### config.mk
export PLATFORM = sky130hd
export DESIGN_NAME = md_div_unit
export DESIGN_NICKNAME = d
export VERILOG_FILES = /design/src/rtl/md_div_unit_pkg.sv /design/src/rtl/md_div_unit_div_step.sv /design/src/rtl/md_div_unit.sv
export SDC_FILE = /design/constraint.sdc
export NUM_CORES = 1
export LEC_CHECK = 0
export CORE_UTILIZATION = 64
export CTS_BUF_LIST = sky130_fd_sc_hd__clkbuf_8
export CTS_CLUSTER_SIZE = 24
export DETAILED_ROUTE_END_ITERATION = 10
export GPL_ROUTABILITY_DRIVEN = 0
export GPL_TIMING_DRIVEN = 1
export HOLD_SLACK_MARGIN = 0.02
export PLACE_DENSITY = 0.88
export SLEW_MARGIN = 20
export SYNTH_ARGS = -nofsm -noshare
export SYNTH_HDL_FRONTEND = slang
export SYNTH_SLANG_ARGS = --single-unit
### constraint.sdc
create_clock -name clk -period 7.4 [get_ports clk]
set_clock_uncertainty 0.2 [all_clocks]
set_input_delay 1.48 -clock clk [delete_from_list [all_inputs] [get_ports clk]]
set_output_delay 1.48 -clock clk [all_outputs]
set_load 0.01 [all_outputs]
### src/rtl/md_div_unit_pkg.sv
// Shared multiply/divide decode constants and divider FSM encodings.
package md_div_unit_pkg;

   localparam int MD_OP_WIDTH = 2;
   localparam logic [MD_OP_WIDTH-1:0] MD_OP_MUL = 2'd0;
   localparam logic [MD_OP_WIDTH-1:0] MD_OP_DIV = 2'd1;
   localparam logic [MD_OP_WIDTH-1:0] MD_OP_REM = 2'd2;

   localparam int MD_OUT_SEL_WIDTH = 2;
   localparam logic [MD_OUT_SEL_WIDTH-1:0] MD_OUT_LO   = 2'd0;
   localparam logic [MD_OUT_SEL_WIDTH-1:0] MD_OUT_HI   = 2'd1;
   localparam logic [MD_OUT_SEL_WIDTH-1:0] MD_OUT_HISU = 2'd2;
   localparam logic [MD_OUT_SEL_WIDTH-1:0] MD_OUT_REM  = 2'd3;

   localparam int DIV_XLEN  = 32;
   localparam int DIV_CNT_W = $clog2(DIV_XLEN);

   typedef enum logic [1:0] {
      DIV_ST_IDLE = 2'd0,
      DIV_ST_BUSY = 2'd1,
      DIV_ST_DONE = 2'd2
   } div_state_t;

endpackage

### src/rtl/md_div_unit_div_step.sv
// One restoring-division iteration: shift in a dividend bit, trial-subtract the divisor.
module md_div_unit_div_step #(
   parameter int XLEN = 32
) (
   input  logic [XLEN-1:0] rem_in,
   input  logic            dvd_bit,
   input  logic [XLEN-1:0] divisor,
   output logic [XLEN-1:0] rem_out,
   output logic            q_bit
);

   logic [XLEN:0]   shifted;
   logic [XLEN-1:0] diff;

   assign shifted = {rem_in, dvd_bit};
   // rem_in < divisor, so a successful subtraction always fits in XLEN bits.
   assign diff    = shifted[XLEN-1:0] - divisor;
   assign q_bit   = (shifted >= {1'b0, divisor});
   assign rem_out = q_bit ? diff : shifted[XLEN-1:0];

endmodule

### src/rtl/md_div_unit.sv
// Multi-cycle radix-2 restoring divide/remainder unit (DIV/DIVU/REM/REMU), one op in flight.
module md_div_unit
   import md_div_unit_pkg::*;
#(
   parameter int XLEN  = DIV_XLEN,
   parameter int TAG_W = 6
) (
   input  logic                        clk,
   input  logic                        reset_x,
   input  logic                        req_valid,
   output logic                        req_ready,
   input  logic [MD_OP_WIDTH-1:0]      req_op,
   input  logic                        req_in_1_signed,
   input  logic                        req_in_2_signed,
   input  logic [MD_OUT_SEL_WIDTH-1:0] req_out_sel,
   input  logic [XLEN-1:0]             req_src1,
   input  logic [XLEN-1:0]             req_src2,
   input  logic [TAG_W-1:0]            req_tag,
   input  logic                        kill,
   output logic                        resp_valid,
   input  logic                        resp_ready,
   output logic [XLEN-1:0]             resp_result,
   output logic [TAG_W-1:0]            resp_tag
);

   div_state_t           state, state_nxt;
   logic                 valid_nxt;
   logic                 accept;
   logic                 src1_neg, src2_neg, src2_zero, req_want_rem;
   logic [XLEN-1:0]      abs1, abs2;
   logic [XLEN-1:0]      rem_q, dvd_q, dsr_q, tag_unused_guard;
   logic                 sign_q, sign_r, want_rem_q;
   logic [TAG_W-1:0]     tag_q;
   logic [DIV_CNT_W-1:0] cnt_q;
   logic [XLEN-1:0]      rem_nxt, quo_final, quo_fix, rem_fix;
   logic                 q_bit;

   assign req_ready    = (state == DIV_ST_IDLE);
   assign accept       = req_valid && req_ready && !kill;
   assign src1_neg     = req_in_1_signed & req_src1[XLEN-1];
   assign src2_neg     = req_in_2_signed & req_src2[XLEN-1];
   assign src2_zero    = (req_src2 == '0);
   assign req_want_rem = (req_out_sel == MD_OUT_REM);
   assign abs1         = src1_neg ? -req_src1 : req_src1;
   assign abs2         = src2_neg ? -req_src2 : req_src2;
   assign tag_unused_guard = '0;

   md_div_unit_div_step #(.XLEN(XLEN)) u_div_step (
      .rem_in  (rem_q),
      .dvd_bit (dvd_q[XLEN-1]),
      .divisor (dsr_q),
      .rem_out (rem_nxt),
      .q_bit   (q_bit)
   );

   // Quotient bits enter at the LSB as dividend bits leave at the MSB.
   assign quo_final = {dvd_q[XLEN-2:0], q_bit};
   assign quo_fix   = sign_q ? -quo_final : quo_final;
   assign rem_fix   = sign_r ? -rem_nxt   : rem_nxt;

   always_ff @(posedge clk or negedge reset_x) begin
      if (!reset_x) begin
         state      <= DIV_ST_IDLE;
         resp_valid <= 1'b0;
      end else begin
         state      <= state_nxt;
         resp_valid <= valid_nxt;
      end
   end

   // resp_valid trails entry into DONE by one cycle; the result is already stable then.
   always_comb begin
      state_nxt = state;
      valid_nxt = 1'b0;
      case (state)
         DIV_ST_IDLE: if (accept) state_nxt = src2_zero ? DIV_ST_DONE : DIV_ST_BUSY;
         DIV_ST_BUSY: if (cnt_q == '0) state_nxt = DIV_ST_DONE;
         DIV_ST_DONE: begin
            if (resp_valid && resp_ready) state_nxt = DIV_ST_IDLE;
            else                          valid_nxt = 1'b1;
         end
         default:     state_nxt = DIV_ST_IDLE;
      endcase
      if (kill) begin
         state_nxt = DIV_ST_IDLE;
         valid_nxt = 1'b0;
      end
   end

   always_ff @(posedge clk or negedge reset_x) begin
      if (!reset_x) begin
         rem_q       <= '0;
         dvd_q       <= '0;
         dsr_q       <= '0;
         sign_q      <= 1'b0;
         sign_r      <= 1'b0;
         want_rem_q  <= 1'b0;
         tag_q       <= '0;
         cnt_q       <= '0;
         resp_result <= '0;
         resp_tag    <= '0;
      end else if (accept) begin
         rem_q      <= tag_unused_guard;
         dvd_q      <= abs1;
         dsr_q      <= abs2;
         sign_q     <= src1_neg ^ src2_neg;
         sign_r     <= src1_neg;
         want_rem_q <= req_want_rem;
         tag_q      <= req_tag;
         cnt_q      <= DIV_CNT_W'(XLEN-1);
         if (src2_zero) begin
            resp_result <= req_want_rem ? req_src1 : '1;
            resp_tag    <= req_tag;
         end
      end else if (state == DIV_ST_BUSY && !kill) begin
         rem_q <= rem_nxt;
         dvd_q <= quo_final;
         cnt_q <= cnt_q - DIV_CNT_W'(1);
         if (cnt_q == '0) begin
            resp_result <= want_rem_q ? rem_fix : quo_fix;
            resp_tag    <= tag_q;
         end
      end
   end

   op_not_mul: assert property (@(posedge clk) disable iff (!reset_x)
      req_valid |-> (req_op != MD_OP_MUL));

endmodule

== Word level (Yosys, flattened, before mapping) ==
Cells that the tools add are included.

* Reduce and logical (&&, ||, !) cells: 12
* Bitwise operators: 3
* Muxes and demuxes: 30
* Equal/unequal tests: 7
* Magnitude comparators: 1
* Add/subtract/negate cells: 6

{| class="wikitable"
|+ Operator list
! operator !! count
|-
| 32-bit two-way mux || 15
|-
| 32-bit negation || 4
|-
| 33-bit by 32-bit greater-or-equal comparator with 1-bit output || 1
|-
| 32-bit zero test || 1
|-
| 32-bit subtractor || 1
|-
| 6-bit two-way mux || 4
|-
| 2-bit two-way mux || 5
|-
| 5-bit two-way mux || 2
|-
| 3-bit inequality test, second input constant || 2
|-
| 2-bit one-hot mux with 3 select lines || 1
|-
| 3-bit AND reduction || 2
|-
| 5-bit zero test || 1
|-
| 5-bit by 1-bit subtractor with 5-bit output, second input constant || 1
|-
| 2-bit == test, second input constant || 2
|-
| 1-bit logical AND || 4
|-
| 2-bit nonzero test || 2
|-
| 1-bit two-way mux || 3
|-
| 3-bit by 1-bit inequality test with 1-bit output, second input constant || 1
|-
| 1-bit AND || 2
|-
| 2-bit by 1-bit == test with 1-bit output, second input constant || 1
|-
| 2-bit zero test || 1
|-
| 2-bit by 1-bit inequality test with 1-bit output, second input constant || 1
|-
| 1-bit zero test || 1
|-
| 1-bit bitwise XOR || 1
|}

* Flip-flop bits (word level): 151
* Bits of input ports: 81
* Word-level logic and storage cells: 71
* Output and inout bits: 40

== Longest topological paths before layout ==
Gate-level depths: netlist of the first run.

* Word-level depth: 8
* Depth in mapped cells: 23
* Depth with buffers taken out: 19

== Hierarchy ==
From an unflattened synthesis of the first run, not the netlist that was laid out.

* Cell total of the unflattened synthesis: 1322
* Area total of the unflattened synthesis: 11248.3 µm²

{| class="wikitable"
|+ By module, submodules not included
! module !! area each (µm²) !! cells an instance !! instances
|-
| md_div_unit || 8917.3 || 999 || 1
|-
| md_div_unit_div_step || 2331.0 || 323 || 1
|}

== Least setup slack after synthesis of the first run ==
OpenSTA, ideal clock, no wires.

* Path type: flip-flop to flip-flop
* Start point: register rem_q[5]
* End point: register resp_result[24]
* Library setup time: 0.121 ns
* Required time: 7.079 ns
* Stages on the path, launching flop included: 22
* Clock period less this slack: 4.929 ns
* Setup slack: 2.471 ns
* Data arrival time: 4.608 ns
* Cell sequence: dfrtp_1 ha_1 buf_2 a21oi_4 o21ai_2 a221oi_4 a2111oi_2 or3_1 buf_6 inv_4 buf_2 buf_2 mux2i_1 ha_1 nand4_1 or4_1 nand4b_1 a2bb2o_4 nor4_4 o21ai_0 a21o_1 a22o_1

* Cells in the longest elaborated chain, start to end: 8
* Elaborated cells between the ends (all ways): 11

{| class="wikitable"
|+ Ends and longest elaborated chain
! element !! RTL line !! source
|-
| start: declaration || md_div_unit.sv:31 || <nowiki>logic [XLEN-1:0] rem_q, dvd_q, dsr_q, tag_unused_guard;</nowiki>
|-
| start signal: assignment || md_div_unit.sv:103 || <nowiki>rem_q <= tag_unused_guard;</nowiki>
|-
| start signal: assignment || md_div_unit.sv:116 || <nowiki>rem_q <= rem_nxt;</nowiki>
|-
| 32-bit subtractor / 33-bit by 32-bit greater-or-equal comparator with 1-bit output (equally long branches) || md_div_unit_div_step.sv:17, md_div_unit_div_step.sv:18 ||
|-
| 32-bit two-way mux || md_div_unit_div_step.sv:19 || <nowiki>assign rem_out = q_bit ? diff : shifted[XLEN-1:0];</nowiki>
|-
| 32-bit negation || md_div_unit.sv:59 || <nowiki>assign rem_fix = sign_r ? -rem_nxt : rem_nxt;</nowiki>
|-
| 32-bit two-way mux || md_div_unit.sv:59 ||
|-
| 32-bit two-way mux (*) || md_div_unit.sv:120 || <nowiki>resp_result <= want_rem_q ? rem_fix : quo_fix;</nowiki>
|-
| 32-bit two-way mux (*) || md_div_unit.sv:119 || <nowiki>if (cnt_q == '0) begin</nowiki>
|-
| 32-bit two-way mux (*) || md_div_unit.sv:115 || <nowiki>end else if (state == DIV_ST_BUSY && !kill) begin</nowiki>
|-
| 32-bit two-way mux (*) || md_div_unit.sv:102 || <nowiki>end else if (accept) begin</nowiki>
|-
| end signal: assignment || md_div_unit.sv:112 || <nowiki>resp_result <= req_want_rem ? req_src1 : '1;</nowiki>
|-
| end signal: assignment || md_div_unit.sv:120 ||
|-
| end: declaration || md_div_unit.sv:22 || <nowiki>output logic [XLEN-1:0] resp_result,</nowiki>
|}

Mark *: on every way between the ends. The rest lies on a longest branch, timed or not. The select of a mux whose other input is x is not followed.
A chain may end at the register's enable or synchronous reset.

== Worst setup path after layout of the first run ==
* Start point: register rem_q[9]
* End point: register resp_result[24]

The elaborated chain is that of the path after synthesis.

==> flow_summary_export.csv, run 1 <==
group,metric,value,unit
outcome,status,"finished clean",
timing,finalCriticalPeriod,5614,ps
die,die_y,137.6,um
timing,hold_viol_final,0,
yosys,ys_seq_elements,151,
grt,grt_pass1_vias,11325,
timing,fin_crit_sh,75.87,%
die,start_util,65.49,%
hold_path,hold_class,"reg2reg",
pwr,p_leak,5.661,nW
die,die-area,18930,um^2
drt,drc,0,
cells_and_area,fill_cells,1414,
timing,finalSetupTns,0,ps
worst_setup_path,arrival,5800,ps
yosys,avgSynthCellArea,7.863,um^2
job,max-cap-violations,0,
die,pin_count,121,
grt,antenna_found_initial,0,
pwr,ir_drop,0.0002762,V
die,die_w,137.6,um
drt,vias,11952,
yosys,synthCells,1496,
timing,fmax,178.1,MHz
worst_setup_path,crit_required,7590,ps
cts,ctsRootBufferMaster,"clkbuf_8",
drt,wl,32910,um
timing,max_slew_margin,32.91,%
cts,htree_levels,4,
cts,cts_setup_buffers,0,
cells_and_area,final_nets,1691,
cts,cts_tree,"done",
timing,finalSetupViolCount,0,
drt,wire_per_inst,18.15,um
cts,clock_path_buffers,2,
placement,placement.io_buffers,118,
pwr,power_density,396.1,nW/um^2
worst_setup_path,path_class,"reg2reg",
yosys,syn-cell-area,11760,um^2
grt,grt_first_pass_wirelength,53520,um
drt,ant_nets,0,
worst_setup_path,critPathLaunchType,"flop",
yosys,synth_edf_count,0,
die,rows,49,
grt,track_usage,36.27,%
yosys,synth_cell_types,85,
yosys,syn-num-nets,1616,
cts,clk_latency,500,ps
yosys,ys_warn_count,0,
grt,grt_max_degree,95,
placement,dp_hpwl,23340,um
timing,rsz0062_at_grt,"false",
timing,slew_violations,0,
cts,clock_sinks,151,
timing,tightest_slew,1006,ps
cells_and_area,antenna_cells,0,
cts,cts_resized,0,
yosys,synth-main-ff-cell,"dfrtp_1",
pwr,finalPower,0.005319,W
grt,grt_overflow_total,0,
drt,drtIter0Drc,1317,
worst_setup_path,end_kind,"flop",
cts,hold_buffers,0,
drt,routed_via_density,6.592,
die,coreArea,17960,um^2
yosys,ys_seq_area_share,32.12,%
cells_and_area,area_delta_synth_final,14.15,%
worst_setup_path,crit_fanout,42,
cts,clk_pin_slew,100,ps
drt,drt-pass1-iter-count,7,
cts,cts_buffers,17,
yosys,async_flop_share,100.0,%
cells_and_area,drive_gt1_share,4.798,%
[sequential cells by signal (all words and copies together) (netlist names), 2 cells and up]
register and flops:
dsr_q 32, dvd_q 32, rem_q 32, resp_result 32, resp_tag 6, tag_q 6, cnt_q 5, state 2
[metal layers]
metal,GRT usage [%],wire [um]
met1,44.83,13290
met4,19.17,1567
met3,7.542,2555
met5,0,0
met2,59.44,15500
[through the flow]
step	instance area (um^2)	std cells	utilization (%)	hold WS, ps	worst slack [ps]
finish	13430	1813	74.75	276.0	1786
global route	13430	1813	74.75	308.1	1459
CTS	13430	1813	74.75	282.4	1851
detailed placement	13040	1781	72.60	265.5	1888
global placement	13040	1781	72.60	243.5	2010
floorplan	11760	1496	-	240.3	2471
[worst paths after layout]
kind / start / cells past startpoint / slack [ps] / to
min in group asynchronous: reset_x / 1 / 860 / dvd_q[24]$_DFFE_PN0P_
min: resp_valid$_DFF_PN0_ / 1 / 280 / resp_valid$_DFF_PN0_
max: rem_q[9]$_DFFE_PN0P_ / 17 / 1790 / resp_result[24]$_DFFE_PN0P_
min reg2reg: resp_valid$_DFF_PN0_ / 1 / 280 / resp_valid$_DFF_PN0_
max reg2reg: rem_q[9]$_DFFE_PN0P_ / 17 / 1790 / resp_result[24]$_DFFE_PN0P_
max in group asynchronous: reset_x / 2 / 4870 / dsr_q[8]$_DFFE_PN0P_
[cells in the mapped netlist (all sizes together) (20+ instances only)]
cell type / n / share of area (%)
dfrtp: 151 / 32
nor3: 41 / 1.9
nand2: 239 / 7.7
a21oi: 104 / 4.6
xnor2: 68 / 5.1
buf: 20 / 0.95
nor2: 138 / 4.4
mux2i: 36 / 3.1
ha: 38 / 4.0
o31ai: 20 / 1.3
a31oi: 47 / 2.5
xor2: 61 / 4.5
clkbuf: 57 / 1.8
o22ai: 23 / 1.2
inv: 58 / 1.9
o21ai: 147 / 6.3
[logic make-up (layout without fill, tap and decap cells)]
kind of cell	after synthesis	in the layout	synth area share, %
compound gates	445	445	23.80
xor+xnor	129	129	9.604
fa+ha+maj	39	39	4.212
buf+inv	135	223	4.637
flops	151	151	32.12
mux	37	37	3.159
simple gates	560	560	22.46
[worst max-delay path, stage by stage, from the launching register on]
cell and delay [ps]:
dfrtp_1 460, ha_1 430, a21oi_1 230, o21ai_1 150
a221oi_4 390, a2111oi_2 130, or3_2 470, inv_4 370
mux2i_1 360, ha_1 310, nand4_1 100, or4_1 450
nand4b_1 270, a2bb2o_4 290, nor4_4 300, o21ai_0 130
a21o_1 220, a22o_1 190
[layout by cell type (no fill, tap or decap), types with 7 or more instances in the layout]
cell type / n
o41ai_1: 10
mux2i_1: 36
a21o_1: 9
ha_1: 38
nor4_1: 15
or4_1: 11
dfrtp_1: 151
o22ai_1: 23
nor3_1: 39
nand2_1: 237
o211ai_1: 9
inv_1: 57
nand4_1: 8
nand3_1: 19
nor2b_1: 9
clkbuf_8: 17
and2_1: 8
a31oi_1: 47
nand2b_1: 8
nor2_1: 137
a21oi_1: 102
xnor2_1: 68
and3_1: 8
or3_1: 16
a211oi_1: 9
o31ai_1: 20
xor2_1: 61
clkdlybuf4s50_1: 117
buf_4: 15
o21ai_0: 140
o21a_1: 7
[report_power, final]
group,total [W],internal (W),switching (W)
sequential,0.00123,0.000999,0.000234
clock,0.000650,0.000254,0.000397
combinational,0.00344,0.00128,0.00215
[cell type report]
class / instances / area, um^2 / share of cell area [%]
Multi-Input combinational cell: 1210 / 7461 / 55.56
Sequential cell: 151 / 3779 / 28.14
Timing Repair Buffer: 133 / 1295 / 9.644
Tap cell: 229 / 286.5 / 2.134
Clock buffer: 17 / 234.0 / 1.742
Inverter: 58 / 220.2 / 1.640
Clock inverter: 15 / 152.6 / 1.137
No activity file was read; power rests on OpenSTA's default activity.
==> run 2: changes to the inputs <==
Settings changed: CORE_UTILIZATION 64 to 54, PLACE_DENSITY 0.88 to 0.79.
Clock period 7.4 ns to 4.9 ns, I/O delays scaled along.
==> run 2 against run 1 <==
  * Count of clock-buffer cells in the layout grew 1
  * Critical path type unchanged
  * Sequential power grew 51%
  * Register-to-register slack lost 1700 ps
  * Cell count grew 5.2%
==> flow_summary_export.csv, run 2 (synthesized netlist as in run 1, its figures left out) <==
group,metric,value,unit
drt,vias,11781,
job,max-cap-violations,0,
cells_and_area,area_delta_synth_final,19.72,%
pwr,p_leak,5.880,nW
cts,clk_latency,470,ps
cells_and_area,stdcell_count,1908,
outcome,status,"finished clean",
grt,busiest_layer,"met2",
drt,drt-pass1-iter-count,6,
cells_and_area,drive_gt1_share,9.920,%
timing,slew_violations,0,
drt,wl,33790,um
timing,fin_crit_sh,98.17,%
grt,gr-usage-met2,50.58,%
grt,track_usage,30.63,%
worst_setup_path,critPathLaunchType,"flop",
placement,preCtsSetupSlack,-1.642,ps
worst_setup_path,end_kind,"flop",
grt,grt_max_degree,88,
timing,worst_slack,89.52,ps
hold_path,hold_class,"reg2reg",
cts,ctsRootBufferMaster,"clkbuf_8",
die,rows,53,
cells_and_area,final_nets,1740,
die,die-area,22380,um^2
pwr,power_density,606.6,nW/um^2
cts,clock_path_buffers,2,
die,pin_count,121,
drt,wire_per_inst,17.71,um
timing,finalSetupViolCount,0,
timing,max_slew_margin,35.63,%
cts,hold_buffers,0,
worst_setup_path,crit_fanout,4,
pwr,ir_drop,0.0003987,V
cts,clk_pin_slew,100,ps
placement,dp_hpwl,24780,um
cts,cts_buffers,17,
worst_setup_path,arrival,5010,ps
cts,clock_sinks,151,
die,start_util,55.44,%
drt,routed_via_density,6.175,
grt,grt_pass1_vias,10860,
timing,fmax,207.9,MHz
grt,grt_first_pass_wirelength,53860,um
drt,drtIter0Drc,1167,
placement,placement.io_buffers,118,
worst_setup_path,path_class,"reg2reg",
timing,finalCriticalPeriod,4810,ps
grt,antenna_found_initial,0,
grt,globalRouteMet1Util,39.96,%
timing,finalSetupTns,0,ps
cts,htree_levels,4,
grt,use_met3,5.183,%
cells_and_area,antenna_cells,0,
cts,cts_tree,"done",
drt,ant_nets,0,
die,die_y,149.6,um
cells_and_area,mostFrequentLayoutCells,"235 x nand2_1, 148 x dfrtp_1, 138 x o21ai_0",
drt,drc,0,
placement,placedCellCount,1867,
grt,grt_overflow_total,0,
pwr,finalPower,0.008543,W
cells_and_area,fill_cells,1795,
die,coreArea,21220,um^2
worst_setup_path,crit_required,5100,ps
die,die_w,149.6,um
timing,hold_viol_final,0,
timing,tightest_slew,965.6,ps
cells_and_area,final_common_cell,"nand2_1",
## run 2: cell count changes in the layout (fill, tap and decap cells not counted), sizes merged
cell / change
buf: +49
inv: -5
clkinvlp: +3
bufinv: +1
clkbuf: +1
## run 2: critical path, stage by stage (launching register included)
cell and delay, ps:
dfrtp_2 460, ha_4 290, nand2_4 50, buf_4 130
nor4_4 270, buf_4 170, a221oi_4 80, a2111oi_4 420
or3_4 220, inv_6 50, mux2i_4 180, inv_2 100
ha_4 140, nand4_1 80, or4_4 540, nand4b_1 230
a2bb2o_4 290, o21ai_0 210, xor2_1 260, o221ai_1 190
o21ai_0 180
## run 2: per-layer routing
metal | wire, um | part of all wire, %
met5 | 0 | 0
met4 | 1089 | 3.2
met3 | 2683 | 7.9
met2 | 15970 | 47
met1 | 14050 | 42
## run 2: layout make-up
class                   instances  area, um^2  area share [%]
multi-input cells            1210        7671           54.47
flip-flops and latches        151        3782           26.86
repair buffers                182        1675           11.90
well taps                     275       344.1           2.443
clock buffers                  18       247.7           1.759
inverters                      58       222.7           1.581
clock inverters                14       140.1          0.9950
## run 2: repair_timing
item	in CTS	in global routing
gates resized for setup	0	49
setup buffers	2	7
setup endpoints to repair	2	10
pin swaps	2	15
## run 2: path summary, 6_finish.rpt
kind                                       start                          end  slack (ps)  cells past startpoint
setup / recovery           rem_q[10]$_DFFE_PN0P_  resp_result[20]$_DFFE_PN0P_          90                     20
hold / removal              tag_q[2]$_DFFE_PN0P_         tag_q[2]$_DFFE_PN0P_         280                      2
setup reg to reg           rem_q[10]$_DFFE_PN0P_  resp_result[20]$_DFFE_PN0P_          90                     20
hold reg to reg             tag_q[2]$_DFFE_PN0P_         tag_q[2]$_DFFE_PN0P_         280                      2
max in group asynchronous                reset_x        rem_q[27]$_DFFE_PN0P_        3140                      2
min in group asynchronous                reset_x        rem_q[14]$_DFFE_PN0P_         380                      1
## run 2: through the flow
stage | hold slack (ps) | util (%) | cell area (um^2)
2_1_floorplan | 240.3 | - | 11770
4_1_cts | 284.1 | 65.12 | 13820
5_1_grt | 307.5 | 66.37 | 14080
6_report | 279.3 | 66.37 | 14080
3_5_place_dp | 261.0 | 63.22 | 13420
3_3_place_gp | 239.8 | 63.22 | 13420
## run 2: power by group
part           total, W  internal [W]  switching (W)
registers       0.00186       0.00151       0.000345
logic           0.00570       0.00230        0.00340
clock network  0.000988      0.000428       0.000559
total           0.00854       0.00424        0.00430
